<file path="src/rtl/lfsr_bert_sequencer.sv">
// Test sequencer for an LFSR generator/checker pair: seeds the generator, drives a
// programmable valid pattern, waits for checker lock and scores a monitor window.
//   state   | meaning
//   IDLE    | waiting for start, generator quiet
//   SEED    | soft reset held while the generator loads the seed
//   ACQUIRE | pattern running, waiting for checker lock or timeout
//   MONITOR | pattern running, counting lock losses over the run window
//   DONE    | one-cycle result publication
module lfsr_bert_sequencer #(
  parameter int LFSR_WIDTH   = 8,
  parameter int SEED_CYCLES  = 10,
  parameter int LOCK_TIMEOUT = 512,
  parameter int CNT_WIDTH    = 16
) (
  input  logic                  clk,
  input  logic                  i_reset,
  input  logic                  i_start,
  input  logic                  i_abort,
  input  logic [LFSR_WIDTH-1:0] i_seed,
  input  logic [3:0]            i_valid_on,
  input  logic [3:0]            i_valid_off,
  input  logic [CNT_WIDTH-1:0]  i_run_cycles,
  input  logic                  i_lock,
  output logic [LFSR_WIDTH-1:0] o_seed,
  output logic                  o_soft_reset,
  output logic                  o_valid,
  output logic                  o_busy,
  output logic                  o_done,
  output logic                  o_pass,
  output logic [CNT_WIDTH-1:0]  o_loss_cnt
);

  localparam int SEED_W = $clog2(SEED_CYCLES + 1);
  localparam int TO_W   = $clog2(LOCK_TIMEOUT + 1);
  localparam int MAX_ST = (SEED_W > TO_W) ? SEED_W : TO_W;
  localparam int TMR_W  = (CNT_WIDTH > MAX_ST) ? CNT_WIDTH : MAX_ST;

  localparam logic [TMR_W-1:0] SEED_LOAD = TMR_W'(SEED_CYCLES - 1);
  localparam logic [TMR_W-1:0] TO_LOAD   = TMR_W'(LOCK_TIMEOUT - 1);

  typedef enum logic [2:0] {
    S_IDLE,
    S_SEED,
    S_ACQUIRE,
    S_MONITOR,
    S_DONE
  } state_t;

  state_t state, state_nxt;

  logic [TMR_W-1:0]     tmr;
  logic                 tmr_zero;
  logic [3:0]           on_cfg;
  logic [3:0]           off_cfg;
  logic [CNT_WIDTH-1:0] run_cfg;
  logic [3:0]           pat_cnt;
  logic                 lock_d;
  logic                 loss_evt;
  logic                 pass_nxt;
  logic                 start_evt;
  logic                 pat_start;
  logic                 pat_run;

  assign tmr_zero = (tmr == '0);

  always_ff @(posedge clk or negedge i_reset) begin
    if (!i_reset) state <= S_IDLE;
    else          state <= state_nxt;
  end

  always_comb begin
    state_nxt = state;
    case (state)
      S_IDLE: begin
        if (i_start && !i_abort) state_nxt = S_SEED;
      end
      S_SEED: begin
        if (i_abort)       state_nxt = S_IDLE;
        else if (tmr_zero) state_nxt = S_ACQUIRE;
      end
      S_ACQUIRE: begin
        // lock wins over a timeout landing on the same cycle
        if (i_abort)       state_nxt = S_IDLE;
        else if (i_lock)   state_nxt = S_MONITOR;
        else if (tmr_zero) state_nxt = S_DONE;
      end
      S_MONITOR: begin
        if (i_abort)       state_nxt = S_IDLE;
        else if (tmr_zero) state_nxt = S_DONE;
      end
      S_DONE:  state_nxt = S_IDLE;
      default: state_nxt = S_IDLE;
    endcase
  end

  always_comb begin
    start_evt = (state == S_IDLE) && (state_nxt == S_SEED);
    pat_start = (state == S_SEED) && (state_nxt == S_ACQUIRE);
    pat_run   = ((state == S_ACQUIRE) || (state == S_MONITOR)) &&
                ((state_nxt == S_ACQUIRE) || (state_nxt == S_MONITOR));
    loss_evt  = (state == S_MONITOR) && !i_abort && !i_lock && lock_d;
    pass_nxt  = (o_loss_cnt == '0) && i_lock;
  end

  always_ff @(posedge clk or negedge i_reset) begin
    if (!i_reset) begin
      tmr          <= '0;
      on_cfg       <= 4'd1;
      off_cfg      <= 4'd0;
      run_cfg      <= '0;
      pat_cnt      <= 4'd0;
      lock_d       <= 1'b0;
      o_seed       <= '1;
      o_soft_reset <= 1'b0;
      o_valid      <= 1'b0;
      o_busy       <= 1'b0;
      o_done       <= 1'b0;
      o_pass       <= 1'b0;
      o_loss_cnt   <= '0;
    end else begin
      lock_d       <= i_lock;
      o_busy       <= (state_nxt != S_IDLE);
      o_soft_reset <= (state_nxt == S_SEED);
      o_done       <= (state_nxt == S_DONE);

      if (start_evt) begin
        // an all-zero seed would lock the LFSR up
        o_seed     <= (i_seed == '0) ? '1 : i_seed;
        on_cfg     <= (i_valid_on == 4'd0) ? 4'd1 : i_valid_on;
        off_cfg    <= i_valid_off;
        run_cfg    <= (i_run_cycles == '0) ? CNT_WIDTH'(1) : i_run_cycles;
        o_pass     <= 1'b0;
        o_loss_cnt <= '0;
      end else if (loss_evt && (o_loss_cnt != '1)) begin
        o_loss_cnt <= o_loss_cnt + CNT_WIDTH'(1);
      end

      if (state_nxt != state) begin
        case (state_nxt)
          S_SEED:    tmr <= SEED_LOAD;
          S_ACQUIRE: tmr <= TO_LOAD;
          S_MONITOR: tmr <= TMR_W'(run_cfg - CNT_WIDTH'(1));
          default:   tmr <= '0;
        endcase
      end else if (!tmr_zero) begin
        tmr <= tmr - TMR_W'(1);
      end

      if (pat_start) begin
        o_valid <= 1'b1;
        pat_cnt <= on_cfg - 4'd1;
      end else if (pat_run) begin
        if (off_cfg == 4'd0) begin
          o_valid <= 1'b1;
        end else if (pat_cnt == 4'd0) begin
          o_valid <= !o_valid;
          pat_cnt <= o_valid ? (off_cfg - 4'd1) : (on_cfg - 4'd1);
        end else begin
          pat_cnt <= pat_cnt - 4'd1;
        end
      end else begin
        o_valid <= 1'b0;
      end

      if (state_nxt == S_DONE)
        o_pass <= (state == S_MONITOR) ? pass_nxt : 1'b0;
      else if ((state != S_IDLE) && i_abort)
        o_pass <= 1'b0;
    end
  end

endmodule

</file>
<file path="config.mk">
export PLATFORM = sky130hd
export DESIGN_NAME = lfsr_bert_sequencer
export DESIGN_NICKNAME = d
export VERILOG_FILES = /design/src/rtl/lfsr_bert_sequencer.sv
export SDC_FILE = /design/constraint.sdc
export NUM_CORES = 1
export LEC_CHECK = 0
export ABC_AREA = 1
export CAP_MARGIN = 10
export CELL_PAD_IN_SITES_DETAIL_PLACEMENT = 0
export CELL_PAD_IN_SITES_GLOBAL_PLACEMENT = 1
export CORE_ASPECT_RATIO = 1.1
export CORE_MARGIN = 2
export CORE_UTILIZATION = 43
export CTS_CLUSTER_DIAMETER = 150
export DETAILED_ROUTE_END_ITERATION = 16
export GPL_ROUTABILITY_DRIVEN = 0
export PLACE_DENSITY = 0.95
export SLEW_MARGIN = 5
export SYNTH_ARGS = -nofsm -noshare
export SYNTH_HDL_FRONTEND = slang
export SYNTH_SLANG_ARGS = --single-unit
</file>
<file path="constraint.sdc">
create_clock -name clk -period 3.3 [get_ports clk]
set_clock_uncertainty 0.05 [all_clocks]
set_input_delay 0.66 -clock clk [delete_from_list [all_inputs] [get_ports clk]]
set_output_delay 0.66 -clock clk [all_outputs]
set_load 0.03 [all_outputs]
</file>
==> summary.txt, run 1 <==
Status - finished clean
Critical path class - reg2reg
Register area share after synthesis - 0.424
FMAX - 379 MHz
# DRC - 0
Warnings, synthesis - 0
Leak - 2.56 nW
Initial Util - 0.440
Final setup TNS - 0 ns
Placed inst area - 0.00535 sq mm
Layout cells sized above 1 - 0.0788
Total gr overflow - 0
WP data required - 3.47 ns
Via count - 4248
Count of final hold-check violations - 0
Final ANT Viol Nets - 0
Most frequent cells in the layout - nand2_1, nor2_1, dfrtp_1, clkdlybuf4s50_1, inv_1
Synthesized area - 0.00457 sq mm
Gr usage total - 0.209
Chip Width - 102 um
Fin crit share - 0.801
Clock slew at reported path FFs - 0.06 ns
VDD IR-drop max - 0.354 mV
Vias in the first global route - 4116
Area growth syn-to-layout - 23.3%
# diodes - 0
Final setup fails - 0
Crit path from - tmr[0]
Register bit total from synthesis - 77
Io pins - 66
Initial DRC Count - 222
CTS sink count - 77
Mapped Avg Cell Area - 7.45 sq um
Post-CTS Resized - 0
CTS Buf Count - 9
CP Capture Type - flop
Core ar. - 0.0104 sq mm
Worst-Margin Slew - 0.955 ns
Buffer count from post-CTS setup fixing - 0
Die Height - 112 um
Via density - 5.13
Worst slew margin - 0.363
DP Wirelength - 8460 um
Slew Viols, Final - 0
Worst-skew pair later-pin latency - 0.35 ns
Tmin final - 2.64 ns
First-pass DRT Iterations - 4
H-Tree Depth - 3
Die ar. - 0.0115 sq mm
FF-to-FF Start - tmr[0]
Unrepaired setup endpoints after global routing - false
Max Cap Viol - 0
CTS tree - built
Port Buffers - 65
Final wirelength - 11300 um
First-pass GRT wire length - 19100 um
Most common cell after layout, fill and taps aside - nand2_1
Initial antenna violation count - 0
Synth cell types - 40
Clock buffer depth - 2
Final design utilization - 0.542
Cell count after synthesis - 614
Final instance area - 0.00564 sq mm
Post-synthesis net count - 658
Crit start category - flop
Worst path arrival time - 2.81 ns
FP Rows - 39
Largest net degree at the start of global routing - 78
Wire per inst - 13.7 um
Root Buffer - clkbuf_16
Fin nets - 724
Hold-fix buffers, CTS - 0
Final worst-path setup slack - 0.658 ns
Worst min path class - in2async
Overall Power - 0.00371 W
CP Max Fanout - 13
Worst Setup Slack post-DPL - 0.582 ns
Reg2reg setup slack - 0.66 ns
Pwr Density - 658 mW/mm^2
through the flow:
step / cells / hold slack [ns]
2_1_floorplan: 614 / 0.314
3_3_place_gp: 812 / 0.407
3_5_place_dp: 812 / 0.407
4_1_cts: 828 / 0.420
5_1_grt: 828 / 0.429
6_report: 828 / 0.404
path summary, 6_finish.rpt:
kind | cells after the start | end
setup / recovery | 12 | tmr[4]
hold / removal | 1 | o_loss_cnt[0]
setup reg to reg | 12 | tmr[4]
hold reg to reg | 2 | o_seed[0]
max in group asynchronous | 1 | off_cfg[2]
min in group clk | 2 | o_seed[0]
registers in the layout, indices dropped and copies added (netlist names):
name / cells
lock_d: 1
o_busy: 1
o_done: 1
o_loss_cnt: 16
o_pass: 1
o_seed: 8
o_soft_reset: 1
o_valid: 1
off_cfg: 4
on_cfg: 4
pat_cnt: 4
run_cfg: 16
state: 3
tmr: 16
critical path, stage by stage (launching register included):
cell and delay [ns]:
dfrtp_1 0.36, inv_1 0.10, ha_1 0.26, nand2_1 0.14, nor2_1 0.06, nand2_1 0.38
nand4_1 0.22, nand2_1 0.20, inv_1 0.07, nand2_2 0.22, nand2_4 0.15, nor2_4 0.22
a21oi_1 0.08
cell type report:
type / count / area (sq um)
fillers: 957 / 4760
multi-input cells: 465 / 2350
flip-flops and latches: 77 / 1940
repair buffers: 67 / 663
clock buffers: 9 / 225
inverters: 60 / 225
well taps: 143 / 179
clock inverters: 7 / 57.6
logic make-up after synthesis:
logic type	after synthesis	share of synthesized area
AND/OR/NAND/NOR	347	0.336
adder cells (fa/ha/maj)	7	0.0192
buffers and inverters	72	0.0627
AO/OA/AOI/OAI	79	0.0969
flip-flops	77	0.424
XOR/XNOR	32	0.0613
routing by layer:
layer	GRT usage	part of all wire
met4	0.0791	0.020
met1	0.273	0.45
met3	0.0430	0.052
met2	0.340	0.48
met5	0	0
power by group:
group / internal, W / total, W / switching (W)
registers: 0.00120 / 0.00141 / 0.000211
clock network: 0.000518 / 0.000940 / 0.000422
logic: 0.000532 / 0.00136 / 0.000830
Yosys cell counts:
master | n | share of area
xor2_1 | 22 | 0.042
nor4_1 | 10 | 0.014
a31oi_1 | 1 | 0.0014
buf_6 | 1 | 0.0025
ha_1 | 7 | 0.019
buf_1 | 2 | 0.0016
nor3b_1 | 1 | 0.0016
a21boi_0 | 1 | 0.0016
a41oi_1 | 1 | 0.0019
nor2_1 | 71 | 0.058
o31ai_1 | 1 | 0.0016
o21ai_0 | 39 | 0.043
xnor2_1 | 10 | 0.019
a21oi_2 | 1 | 0.0019
o21ai_1 | 6 | 0.0066
nand2_4 | 1 | 0.0025
nor2_2 | 3 | 0.0041
o211ai_1 | 6 | 0.0098
dfrtp_1 | 68 | 0.37
buf_4 | 2 | 0.0033
nand2_2 | 6 | 0.0082
buf_2 | 1 | 0.0011
nand3b_1 | 3 | 0.0049
inv_2 | 6 | 0.0049
inv_1 | 54 | 0.044
nor2_4 | 7 | 0.017
nand2_1 | 174 | 0.14
o211a_1 | 1 | 0.0022
nand4_1 | 14 | 0.019
clkbuf_1 | 6 | 0.0049
nand3_2 | 1 | 0.0022
a21oi_1 | 18 | 0.020
nand3_1 | 43 | 0.047
o2111ai_1 | 1 | 0.0019
or2_0 | 1 | 0.0014
o21ai_2 | 1 | 0.0019
a211oi_1 | 1 | 0.0016
o41ai_1 | 1 | 0.0019
dfstp_2 | 9 | 0.052
nor3_1 | 12 | 0.013
Power figures use the tool's default switching activity.
==> run 2, diff against run 1 <==
Settings changed: CORE_UTILIZATION 43 to 36, PLACE_DENSITY 0.95 to 0.86.
Clock period 3.3 ns to 2.3 ns, I/O delays scaled along.
==> run 2 against run 1 <==
Against the previous run: routed wire length up 4.8%; maximum frequency up 21%; critical path depth up 2; hold slack better by 0.013 ns; utilization down 7.1 points; power up 49%; first-iteration DRC count up 14%; flip-flop and latch count unchanged; clock-buffer cell count up 1; combinational power up 55%.
==> summary.txt, run 2 (synthesized netlist as in run 1, its figures left out) <==
Slowest CP cell - dfrtp_1
Cell family with most CP delay - simple AND/OR/NAND/NOR gates
FP Rows - 43
Tmin final - 2.18 ns
# diodes - 0
Largest registers - o_loss_cnt: 16 flops, run_cfg: 16 flops, tmr: 16 flops
H-Tree Depth - 3
Fillers - 1222
Vias in the first global route - 4145
Final setup fails - 0
Initial DRC Count - 253
Via count - 4297
Slew Viols, Final - 0
Port Buffers - 65
Io pins - 66
Worst-skew pair later-pin latency - 0.34 ns
Root Buffer - clkbuf_16
Leak - 2.67 nW
Most common cell after layout, fill and taps aside - nand2_1
Area growth syn-to-layout - 28.7%
CP Capture Type - flop
Largest net degree at the start of global routing - 61
Total gr overflow - 0
Clock buffer depth - 2
Core ar. - 0.0125 sq mm
Worst path arrival time - 2.36 ns
CTS tree - built
WP buf/inv - 2
# DRC - 0
Final hold slack - 0.417 ns
Worst-Margin Slew - 0.428 ns
Die ar. - 0.0136 sq mm
Initial antenna violation count - 0
Register Area - 0.00194 sq mm
Chip Width - 111 um
Max Cap Viol - 0
Fin crit share - 0.950
Layout Cells excl Fill - 859
Count of final hold-check violations - 0
CTS Buf Count - 9
Reg2reg setup slack - 0.12 ns
Most frequent cells in the layout - nand2_1, nor2_1, dfrtp_1, clkdlybuf4s50_1, inv_1
Multi-input logic area - 0.00240 sq mm
Die Height - 122 um
Worst slew margin - 0.712
Fin nets - 741
Pwr Density - 937 mW/mm^2
First-pass DRT Iterations - 5
Final wirelength - 11900 um
Status - finished clean
Worst path max stage delay - 0.42 ns
Layout cells sized above 1 - 0.107
Gr usage total - 0.175
Crit start category - flop
Via density - 5.00
Initial Util - 0.366
First-pass GRT wire length - 19500 um
DP Wirelength - 8870 um
Worst min path class - reg2reg
CTS sink count - 77
Clock slew at reported path FFs - 0.06 ns
VDD IR-drop max - 0.494 mV
FMAX - 458 MHz
CP Max Fanout - 13
Final ANT Viol Nets - 0
Placed Cells incl. Taps - 840
Critical path class - reg2reg
Critical path cell sequence - nor2_1, nand3_1, nor2_1, nand2_2, nand2_1, nand2_1, nand2_1, nand2_1, inv_1, nand2_2, nand2_8, inv_2, nor2_1, nor2_1
Wire per inst - 13.8 um
WP data required - 2.48 ns
Final worst-path setup slack - 0.116 ns
Worst Setup Slack post-DPL - 0.0286 ns
==> run 2: final timing paths <==
path,from,cells past startpoint,end
min,o_seed[6],2,o_seed[6]
max in group asynchronous,i_reset,3,on_cfg[0]
max,tmr[12],14,tmr[3]
min in group asynchronous,i_reset,2,o_loss_cnt[11]
min reg2reg,o_seed[6],2,o_seed[6]
max reg2reg,tmr[12],14,tmr[3]
==> run 2: worst register-to-register path: stages, from the launching register on <==
cell     delay, ns
dfrtp_1       0.42
nor2_1        0.14
nand3_1       0.18
nor2_1        0.18
nand2_2       0.15
nand2_1       0.09
nand2_1       0.05
nand2_1       0.12
nand2_1       0.10
inv_1         0.07
nand2_2       0.10
nand2_8       0.14
inv_2         0.09
nor2_1        0.13
nor2_1        0.06
==> run 2: per-stage QoR <==
stage	total power, W	TNS, ns	area [sq um]	util
after floorplan	0.00341	0	4570	-
after global placement	0.00399	0	5510	0.442
after detailed placement	0.00404	0	5510	0.442
after CTS	0.00546	0	5820	0.466
after global routing	0.00592	-0.00433	5890	0.472
final	0.00551	0	5890	0.472
==> run 2: layout make-up <==
| type | instances | area share |
|---|---|---|
| Sequential cell | 77 | 0.329 |
| Tap cell | 157 | 0.0334 |
| Inverter | 60 | 0.0383 |
| Multi-Input combinational cell | 466 | 0.408 |
| Timing Repair Buffer | 83 | 0.141 |
| Clock buffer | 10 | 0.0406 |
| Clock inverter | 6 | 0.00914 |
==> run 2: power by group <==
part	switching (W)	total, W	leakage [nW]	internal [W]
logic	0.00125	0.00211	1.56	0.000859
registers	0.000298	0.00202	0.975	0.00172
clock network	0.000606	0.00139	0.142	0.000781
==> run 2: layer usage <==
metal | routed length [um] | share of wire | GRT usage
met1 | 5200 | 0.44 | 0.223
met2 | 5740 | 0.48 | 0.289
met3 | 667 | 0.056 | 0.0415
met4 | 272 | 0.023 | 0.0733
met5 | 0 | 0 | 0
==> run 2: timing repair <==
action | CTS | global route
hold buffers | 1 | 0
setup buffers | 0 | 1
hold endpoints to repair | 17 | 0
resized for setup | 0 | 12
setup endpoints to repair | 0 | 18
